## src/rtl/topk_pkg.sv

```systemverilog
// rtl/topk_pkg.sv - shared bank-state enum and pad-value helper for the top-k input loader.
package topk_pkg;

    typedef enum logic [1:0] {
        BANK_EMPTY   = 2'd0,
        BANK_FILLING = 2'd1,
        BANK_FULL    = 2'd2
    } bank_state_e;

    // Most negative value when signed, zero when unsigned; callers truncate to their width.
    function automatic logic [63:0] pad_value(input logic sign, input int unsigned width);
        pad_value = sign ? (64'd1 << (width - 1)) : 64'd0;
    endfunction

endpackage

```

## src/rtl/topk_input_loader_if.sv

```systemverilog
// rtl/topk_input_loader_if.sv - element input stream and frame output bundle of the loader.
interface topk_input_loader_if #(
    parameter int DATAWIDTH  = 8,
    parameter int DATALENGTH = 16
);
    localparam int CW = $clog2(DATALENGTH) + 1;

    logic                 sign_ctrl_i;
    logic                 in_valid_i;
    logic                 in_ready_o;
    logic [DATAWIDTH-1:0] in_data_i;
    logic                 in_last_i;

    logic                 frame_valid_o;
    logic                 frame_ready_i;
    logic [DATAWIDTH-1:0] frame_o [DATALENGTH];
    logic                 frame_sign_o;
    logic [CW-1:0]        frame_count_o;

    modport master (
        output sign_ctrl_i, in_valid_i, in_data_i, in_last_i, frame_ready_i,
        input  in_ready_o, frame_valid_o, frame_o, frame_sign_o, frame_count_o
    );

    modport slave (
        input  sign_ctrl_i, in_valid_i, in_data_i, in_last_i, frame_ready_i,
        output in_ready_o, frame_valid_o, frame_o, frame_sign_o, frame_count_o
    );
endinterface

```

## src/rtl/topk_frame_bank.sv

```systemverilog
// rtl/topk_frame_bank.sv - one frame bank: storage, slot counter, state, sign, count.
// Early close and padding exist only when LOADER_PAD_EN is defined.
module topk_frame_bank
    import topk_pkg::*;
#(
    parameter int DATAWIDTH  = 8,
    parameter int DATALENGTH = 16,
    localparam int SW = $clog2(DATALENGTH),
    localparam int CW = SW + 1
) (
    input  logic                 clk_i,
    input  logic                 rst_i,
    input  logic                 i_wr_en,
    input  logic [DATAWIDTH-1:0] i_data,
    input  logic                 i_sign,
    input  logic                 i_last,
    input  logic                 i_rd_en,
    output bank_state_e          o_state,
    output logic                 o_close,
    output logic [DATAWIDTH-1:0] o_data [DATALENGTH],
    output logic                 o_sign,
    output logic [CW-1:0]        o_count
);
    bank_state_e          r_state;
    bank_state_e          w_state_nxt;
    logic [SW-1:0]        r_slot;
    logic [DATAWIDTH-1:0] r_data [DATALENGTH];
    logic                 r_sign;
    logic [CW-1:0]        r_count;
    logic                 w_write;
    logic                 w_close;

    assign w_write = i_wr_en && (r_state != BANK_FULL);

`ifdef LOADER_PAD_EN
    logic                 w_sign_eff;
    logic [DATAWIDTH-1:0] w_pad;
    assign w_close    = i_last || (r_slot == SW'(DATALENGTH - 1));
    assign w_sign_eff = (r_state == BANK_EMPTY) ? i_sign : r_sign;
    assign w_pad      = DATAWIDTH'(pad_value(w_sign_eff, DATAWIDTH));
`else
    logic w_unused_last;
    assign w_unused_last = i_last;
    assign w_close       = (r_slot == SW'(DATALENGTH - 1));
`endif

    assign o_close = w_write && w_close;

    always_comb begin
        w_state_nxt = r_state;
        case (r_state)
            BANK_EMPTY, BANK_FILLING: if (w_write) w_state_nxt = w_close ? BANK_FULL : BANK_FILLING;
            BANK_FULL:                if (i_rd_en) w_state_nxt = BANK_EMPTY;
            default:                  w_state_nxt = BANK_EMPTY;
        endcase
    end

    always_ff @(posedge clk_i) begin
        if (rst_i) r_state <= BANK_EMPTY;
        else       r_state <= w_state_nxt;
    end

    always_ff @(posedge clk_i) begin
        if (rst_i) begin
            r_slot  <= '0;
            r_sign  <= 1'b0;
            r_count <= '0;
            for (int j = 0; j < DATALENGTH; j++) r_data[j] <= '0;
        end else if (w_write) begin
            r_data[r_slot] <= i_data;
            if (r_state == BANK_EMPTY) r_sign <= i_sign;
            r_slot <= w_close ? '0 : r_slot + SW'(1);
`ifdef LOADER_PAD_EN
            if (w_close) begin
                r_count <= CW'(r_slot) + CW'(1);
                for (int j = 0; j < DATALENGTH; j++)
                    if (SW'(j) > r_slot) r_data[j] <= w_pad;
            end
`else
            if (w_close) r_count <= CW'(DATALENGTH);
`endif
        end
    end

    assign o_state = r_state;
    assign o_data  = r_data;
    assign o_sign  = r_sign;
    assign o_count = r_count;
endmodule

```

## src/rtl/topk_input_loader.sv

```systemverilog
// rtl/topk_input_loader.sv - ping-pong loader packing an element stream into frames.
// Define LOADER_PAD_EN to let in_last_i close a frame early with pad fill.
module topk_input_loader
    import topk_pkg::*;
#(
    parameter int DATAWIDTH  = 8,
    parameter int DATALENGTH = 16,
    localparam int CW = $clog2(DATALENGTH) + 1
) (
    input  logic clk_i,
    input  logic rst_i,
    topk_input_loader_if.slave bus
);
    bank_state_e          w_state0, w_state1;
    logic                 w_close0, w_close1;
    logic [DATAWIDTH-1:0] w_data0 [DATALENGTH];
    logic [DATAWIDTH-1:0] w_data1 [DATALENGTH];
    logic                 w_sign0, w_sign1;
    logic [CW-1:0]        w_count0, w_count1;
    logic                 r_fill_ptr;
    logic                 r_rd_ptr;
    logic                 w_fill_open;
    logic                 w_accept;
    logic                 w_frame_hs;
    logic                 w_last;

`ifdef LOADER_PAD_EN
    assign w_last = bus.in_last_i;
`else
    logic w_unused_last;
    assign w_unused_last = bus.in_last_i;
    assign w_last        = 1'b0;
`endif

    assign w_fill_open       = (r_fill_ptr ? w_state1 : w_state0) != BANK_FULL;
    assign w_accept          = bus.in_valid_i && w_fill_open;
    assign bus.in_ready_o    = w_fill_open;
    assign bus.frame_valid_o = (r_rd_ptr ? w_state1 : w_state0) == BANK_FULL;
    assign w_frame_hs        = bus.frame_valid_o && bus.frame_ready_i;

    topk_frame_bank #(.DATAWIDTH(DATAWIDTH), .DATALENGTH(DATALENGTH)) u_bank0 (
        .clk_i   (clk_i),
        .rst_i   (rst_i),
        .i_wr_en (w_accept && !r_fill_ptr),
        .i_data  (bus.in_data_i),
        .i_sign  (bus.sign_ctrl_i),
        .i_last  (w_last),
        .i_rd_en (w_frame_hs && !r_rd_ptr),
        .o_state (w_state0),
        .o_close (w_close0),
        .o_data  (w_data0),
        .o_sign  (w_sign0),
        .o_count (w_count0)
    );

    topk_frame_bank #(.DATAWIDTH(DATAWIDTH), .DATALENGTH(DATALENGTH)) u_bank1 (
        .clk_i   (clk_i),
        .rst_i   (rst_i),
        .i_wr_en (w_accept && r_fill_ptr),
        .i_data  (bus.in_data_i),
        .i_sign  (bus.sign_ctrl_i),
        .i_last  (w_last),
        .i_rd_en (w_frame_hs && r_rd_ptr),
        .o_state (w_state1),
        .o_close (w_close1),
        .o_data  (w_data1),
        .o_sign  (w_sign1),
        .o_count (w_count1)
    );

    // Toggling on the closing accept makes the other bank the fill target next cycle, so no bubble.
    always_ff @(posedge clk_i) begin
        if (rst_i) begin
            r_fill_ptr <= 1'b0;
            r_rd_ptr   <= 1'b0;
        end else begin
            if (r_fill_ptr ? w_close1 : w_close0) r_fill_ptr <= ~r_fill_ptr;
            if (w_frame_hs)                       r_rd_ptr   <= ~r_rd_ptr;
        end
    end

    always_comb begin
        for (int i = 0; i < DATALENGTH; i++) bus.frame_o[i] = r_rd_ptr ? w_data1[i] : w_data0[i];
    end

    assign bus.frame_sign_o  = r_rd_ptr ? w_sign1 : w_sign0;
    assign bus.frame_count_o = r_rd_ptr ? w_count1 : w_count0;
endmodule

```

## src/flat_wrapper.sv

```systemverilog
// flat-port wrapper written by rule: the top's interface ports become plain ports
module topk_input_loader_flat import topk_pkg::*;
#(
    parameter int DATAWIDTH  = 8,
    parameter int DATALENGTH = 16,
    localparam int CW = $clog2(DATALENGTH) + 1
)
  (clk_i, rst_i, bus_sign_ctrl_i, bus_in_valid_i, bus_in_data_i, bus_in_last_i, bus_frame_ready_i, bus_in_ready_o, bus_frame_valid_o, bus_frame_o, bus_frame_sign_o, bus_frame_count_o);
  topk_input_loader_if #(.DATAWIDTH(DATAWIDTH), .DATALENGTH(DATALENGTH)) bus_i ();
  input  logic clk_i;
  input  logic rst_i;
  input wire logic [$bits(bus_i.sign_ctrl_i)-1:0] bus_sign_ctrl_i;
  input wire logic [$bits(bus_i.in_valid_i)-1:0] bus_in_valid_i;
  input wire logic [$bits(bus_i.in_data_i)-1:0] bus_in_data_i;
  input wire logic [$bits(bus_i.in_last_i)-1:0] bus_in_last_i;
  input wire logic [$bits(bus_i.frame_ready_i)-1:0] bus_frame_ready_i;
  output wire logic [$bits(bus_i.in_ready_o)-1:0] bus_in_ready_o;
  output wire logic [$bits(bus_i.frame_valid_o)-1:0] bus_frame_valid_o;
  output wire logic [$bits(bus_i.frame_o)-1:0] bus_frame_o;
  output wire logic [$bits(bus_i.frame_sign_o)-1:0] bus_frame_sign_o;
  output wire logic [$bits(bus_i.frame_count_o)-1:0] bus_frame_count_o;
  assign bus_i.sign_ctrl_i = bus_sign_ctrl_i;
  assign bus_i.in_valid_i = bus_in_valid_i;
  assign bus_i.in_data_i = bus_in_data_i;
  assign bus_i.in_last_i = bus_in_last_i;
  assign bus_i.frame_ready_i = bus_frame_ready_i;
  assign bus_in_ready_o = bus_i.in_ready_o;
  assign bus_frame_valid_o = bus_i.frame_valid_o;
  assign bus_frame_o = {>>{bus_i.frame_o}};
  assign bus_frame_sign_o = bus_i.frame_sign_o;
  assign bus_frame_count_o = bus_i.frame_count_o;
  topk_input_loader #(.DATAWIDTH(DATAWIDTH), .DATALENGTH(DATALENGTH)) u_core (.clk_i(clk_i), .rst_i(rst_i), .bus(bus_i));
endmodule
```

## config.mk

```make
export PLATFORM = sky130hd
export DESIGN_NAME = topk_input_loader_flat
export DESIGN_NICKNAME = d
export VERILOG_FILES = /design/src/rtl/topk_pkg.sv /design/src/rtl/topk_input_loader_if.sv /design/src/rtl/topk_frame_bank.sv /design/src/rtl/topk_input_loader.sv /design/src/flat_wrapper.sv
export SDC_FILE = /design/constraint.sdc
export NUM_CORES = 1
export LEC_CHECK = 0
export ABC_AREA = 1
export CORE_MARGIN = 2
export CORE_UTILIZATION = 45
export DETAILED_ROUTE_END_ITERATION = 10
export MAX_ROUTING_LAYER = met4
export PLACE_DENSITY = 0.68
export SYNTH_ARGS = -nofsm -noshare
export SYNTH_HDL_FRONTEND = slang
export SYNTH_HIERARCHICAL = 1
export SYNTH_SLANG_ARGS = --single-unit
export TNS_END_PERCENT = 20
```

## constraint.sdc

```tcl
create_clock -name clk_i -period 1.8 [get_ports clk_i]
set_input_delay 0.27 -clock clk_i [delete_from_list [all_inputs] [get_ports clk_i]]
set_output_delay 0.27 -clock clk_i [all_outputs]
set_load 0.01 [all_outputs]
```

==> impl_summary.log <==
INFO  metric timing.critical_path.arrival = 1.66 ns
INFO  metric report.final.hold_viol_count = 0
INFO  metric violations = negative setup slack
INFO  metric postSynthAreaPerCell = 6.29 sq um
INFO  metric cts-buffers-inserted = 29
INFO  metric finalMaxSlewViolations = 0
INFO  metric clockBufferDepth = 3
INFO  metric cts_max_level = 1
INFO  metric ctsRootBufferMaster = sky130_fd_sc_hd__clkbuf_16
INFO  metric avgViaCountPerCell = 4.99
INFO  metric min_period = 1.93 ns
INFO  metric num-fill-cells = 2571
INFO  metric ir_worst_vdd = 0.580 mV
INFO  metric area_delta_synth_final = 33.1%
INFO  metric crit_fanout = 9
INFO  metric postSynthCellCount = 2044
INFO  metric ios = 150
INFO  metric detail_route.first_pass.iterations = 5
INFO  metric initial_antenna_violation_count = 0
INFO  metric floorplan.core_area = 27900 sq um
INFO  metric status = complete, but fails checks
INFO  metric cts_tree = done
INFO  metric post_synthesis_instance_area = 12900 sq um
INFO  metric worst_clock_skew = 0.0166 ns
INFO  metric worstHoldPathType = input port to flop
INFO  metric drive_above_1_share = 0.202
INFO  metric clkSlewWorstSetupHoldPaths = 0.06 ns
INFO  metric grt_pass1_vias = 12100
INFO  metric clock_insertion_delay_at_the_later_pin_of_the_skew_report = 0.55 ns
INFO  metric layout_setup_ws = -0.127 ns
INFO  metric wl_per_cell = 15.6 um
INFO  metric grt_first_pass_wirelength = 64200 um
INFO  metric power_density = 769 nW/um^2
INFO  metric leakage = 8.10 nW
INFO  metric finalWirelength = 41400 um
INFO  metric finalNetCount = 2283
INFO  metric synth.yosys.warnings = 6
INFO  metric report.final.setup_viol = 130
INFO  metric port_buffers = 144
INFO  metric floorplan.initialDensity = 0.460
INFO  metric worst-setup-path-type = flop to output pin
INFO  metric final_cell_area = 17100 sq um
INFO  metric die-height = 173 um
INFO  metric achievable-frequency = 519 MHz
INFO  metric endpoint_kind = output pin
INFO  metric detail-route-antenna-nets = 0
INFO  metric grt_max_degree = 39
INFO  metric drcViolationCount = 0
INFO  metric antennaDiodeCount = 0
INFO  metric clkSinkCount = 274
INFO  metric cap_violations = 0
INFO  metric overflow = 0
INFO  metric timing.critical_path.from_type = flop
INFO  metric required = 1.53 ns
INFO  metric placement.setup.worst_slack = -0.182 ns
INFO  metric via_count = 13300
INFO  metric die_area = 29900 sq um
INFO  metric grt_setup_unrepaired = yes
INFO  metric postPlaceCellArea = 15700 sq um
INFO  metric row_count = 61
INFO  metric final_min_period_over_clock_period = 1.07
INFO  metric groute.usage.overall = 0.274
INFO  metric place_hpwl = 25200 um
INFO  metric dr.first_iter.drc_count = 1131
INFO  metric die_x = 173 um
INFO  metric gp_congestion = 0.851
[critical path, stage by stage (launching register included)]
cell and delay [ns]:
sky130_fd_sc_hd__dfxtp_4 0.43, sky130_fd_sc_hd__buf_12 0.15, sky130_fd_sc_hd__buf_8 0.13, sky130_fd_sc_hd__buf_12 0.13
sky130_fd_sc_hd__nand2_1 0.05, sky130_fd_sc_hd__nand2_1 0.08, sky130_fd_sc_hd__buf_2 0.14
[area by class of cell]
| class | instances | area (sq um) | share of cell area |
|---|---|---|---|
| Multi-Input combinational cell | 1608 | 6850 | 0.400 |
| Inverter | 55 | 225 | 0.0132 |
| Clock inverter | 7 | 70.1 | 0.00409 |
| Timing Repair inverter | 2 | 32.5 | 0.00190 |
| Clock buffer | 44 | 883 | 0.0516 |
| Tap cell | 378 | 473 | 0.0276 |
| Timing Repair Buffer | 291 | 3100 | 0.181 |
| Sequential cell | 274 | 5490 | 0.321 |
[report_power, final]
group | total [mW] | leakage, nW | switching (mW) | internal (mW)
sequential | 6.15 | 2.21 | 0.0355 | 6.12
clock | 5.98 | 0.475 | 2.47 | 3.51
combinational | 1.02 | 5.41 | 0.630 | 0.391
[cells in the final DEF (no fill, tap or decap), types with 8 or more instances in the layout]
cell type and count:
sky130_fd_sc_hd__a21oi_1 12, sky130_fd_sc_hd__buf_12 53, sky130_fd_sc_hd__buf_16 13, sky130_fd_sc_hd__buf_2 113, sky130_fd_sc_hd__buf_4 61, sky130_fd_sc_hd__buf_6 27, sky130_fd_sc_hd__clkbuf_16 37, sky130_fd_sc_hd__clkbuf_8 8
sky130_fd_sc_hd__clkdlybuf4s50_1 12, sky130_fd_sc_hd__conb_1 8, sky130_fd_sc_hd__dfxtp_1 272, sky130_fd_sc_hd__ha_1 8, sky130_fd_sc_hd__inv_1 46, sky130_fd_sc_hd__nand2_1 768, sky130_fd_sc_hd__nand2_2 67, sky130_fd_sc_hd__nand2_4 12
sky130_fd_sc_hd__nand3_1 134, sky130_fd_sc_hd__nor2_1 540, sky130_fd_sc_hd__nor2_2 15, sky130_fd_sc_hd__nor2_4 20, sky130_fd_sc_hd__o21ai_0 9
[metal layers]
metal  up-vias  share of wire  global-route usage
li1       6630              -                   -
met1      6080           0.45               0.364
met2       472           0.46               0.435
met3        88          0.068              0.0400
met4         0          0.028              0.0784
met5         -              0                   -
[what timing repair did]
item,4_1_cts,5_1_grt
cloned,15,9
hold buffers,0,0
hold endpoints to repair,0,0
pin swaps,25,14
setup endpoints to repair,172,316
resized for setup,636,56
buffers inserted,22,0
[stage by stage]
| step | hold WS [ns] | cells | util | setup TNS [ns] | power [mW] |
|---|---|---|---|---|---|
| after floorplan | 0.339 | 2050 | - | 0 | 6.81 |
| after global placement | 0.432 | 2569 | 0.561 | -19.07 | 7.28 |
| after global routing | 0.424 | 2659 | 0.613 | -21.07 | 13.6 |
| final | 0.428 | 2659 | 0.613 | -11.62 | 13.2 |
| after detailed placement | 0.438 | 2569 | 0.561 | -21.68 | 7.29 |
| after CTS | 0.405 | 2656 | 0.606 | -16.09 | 13.2 |
[sequential cells by signal, indices dropped and copies added (netlist names), 2 cells and up]
register / cells
u_core/u_bank0/o_state: 2
u_core/u_bank1/o_state: 2
u_core/u_bank1/o_data: 128
u_core/u_bank1/r_slot: 4
u_core/u_bank0/r_slot: 4
u_core/u_bank0/o_data: 128
[worst paths after layout]
path,startpoint,endpoint,slack [ns],cells after the start
worst min register to register,u_core/u_bank1/o_sign,u_core/u_bank1/o_sign,0.44,2
worst max register to register,u_core/u_bank0/o_state[1],u_core/u_bank0/o_data[36],0.11,9
worst min-delay path,bus_sign_ctrl_i,u_core/u_bank0/o_sign,0.43,3
worst max-delay path,u_core/r_rd_ptr,bus_frame_o[121],-0.13,6
(Power assumes the default switching activity.)
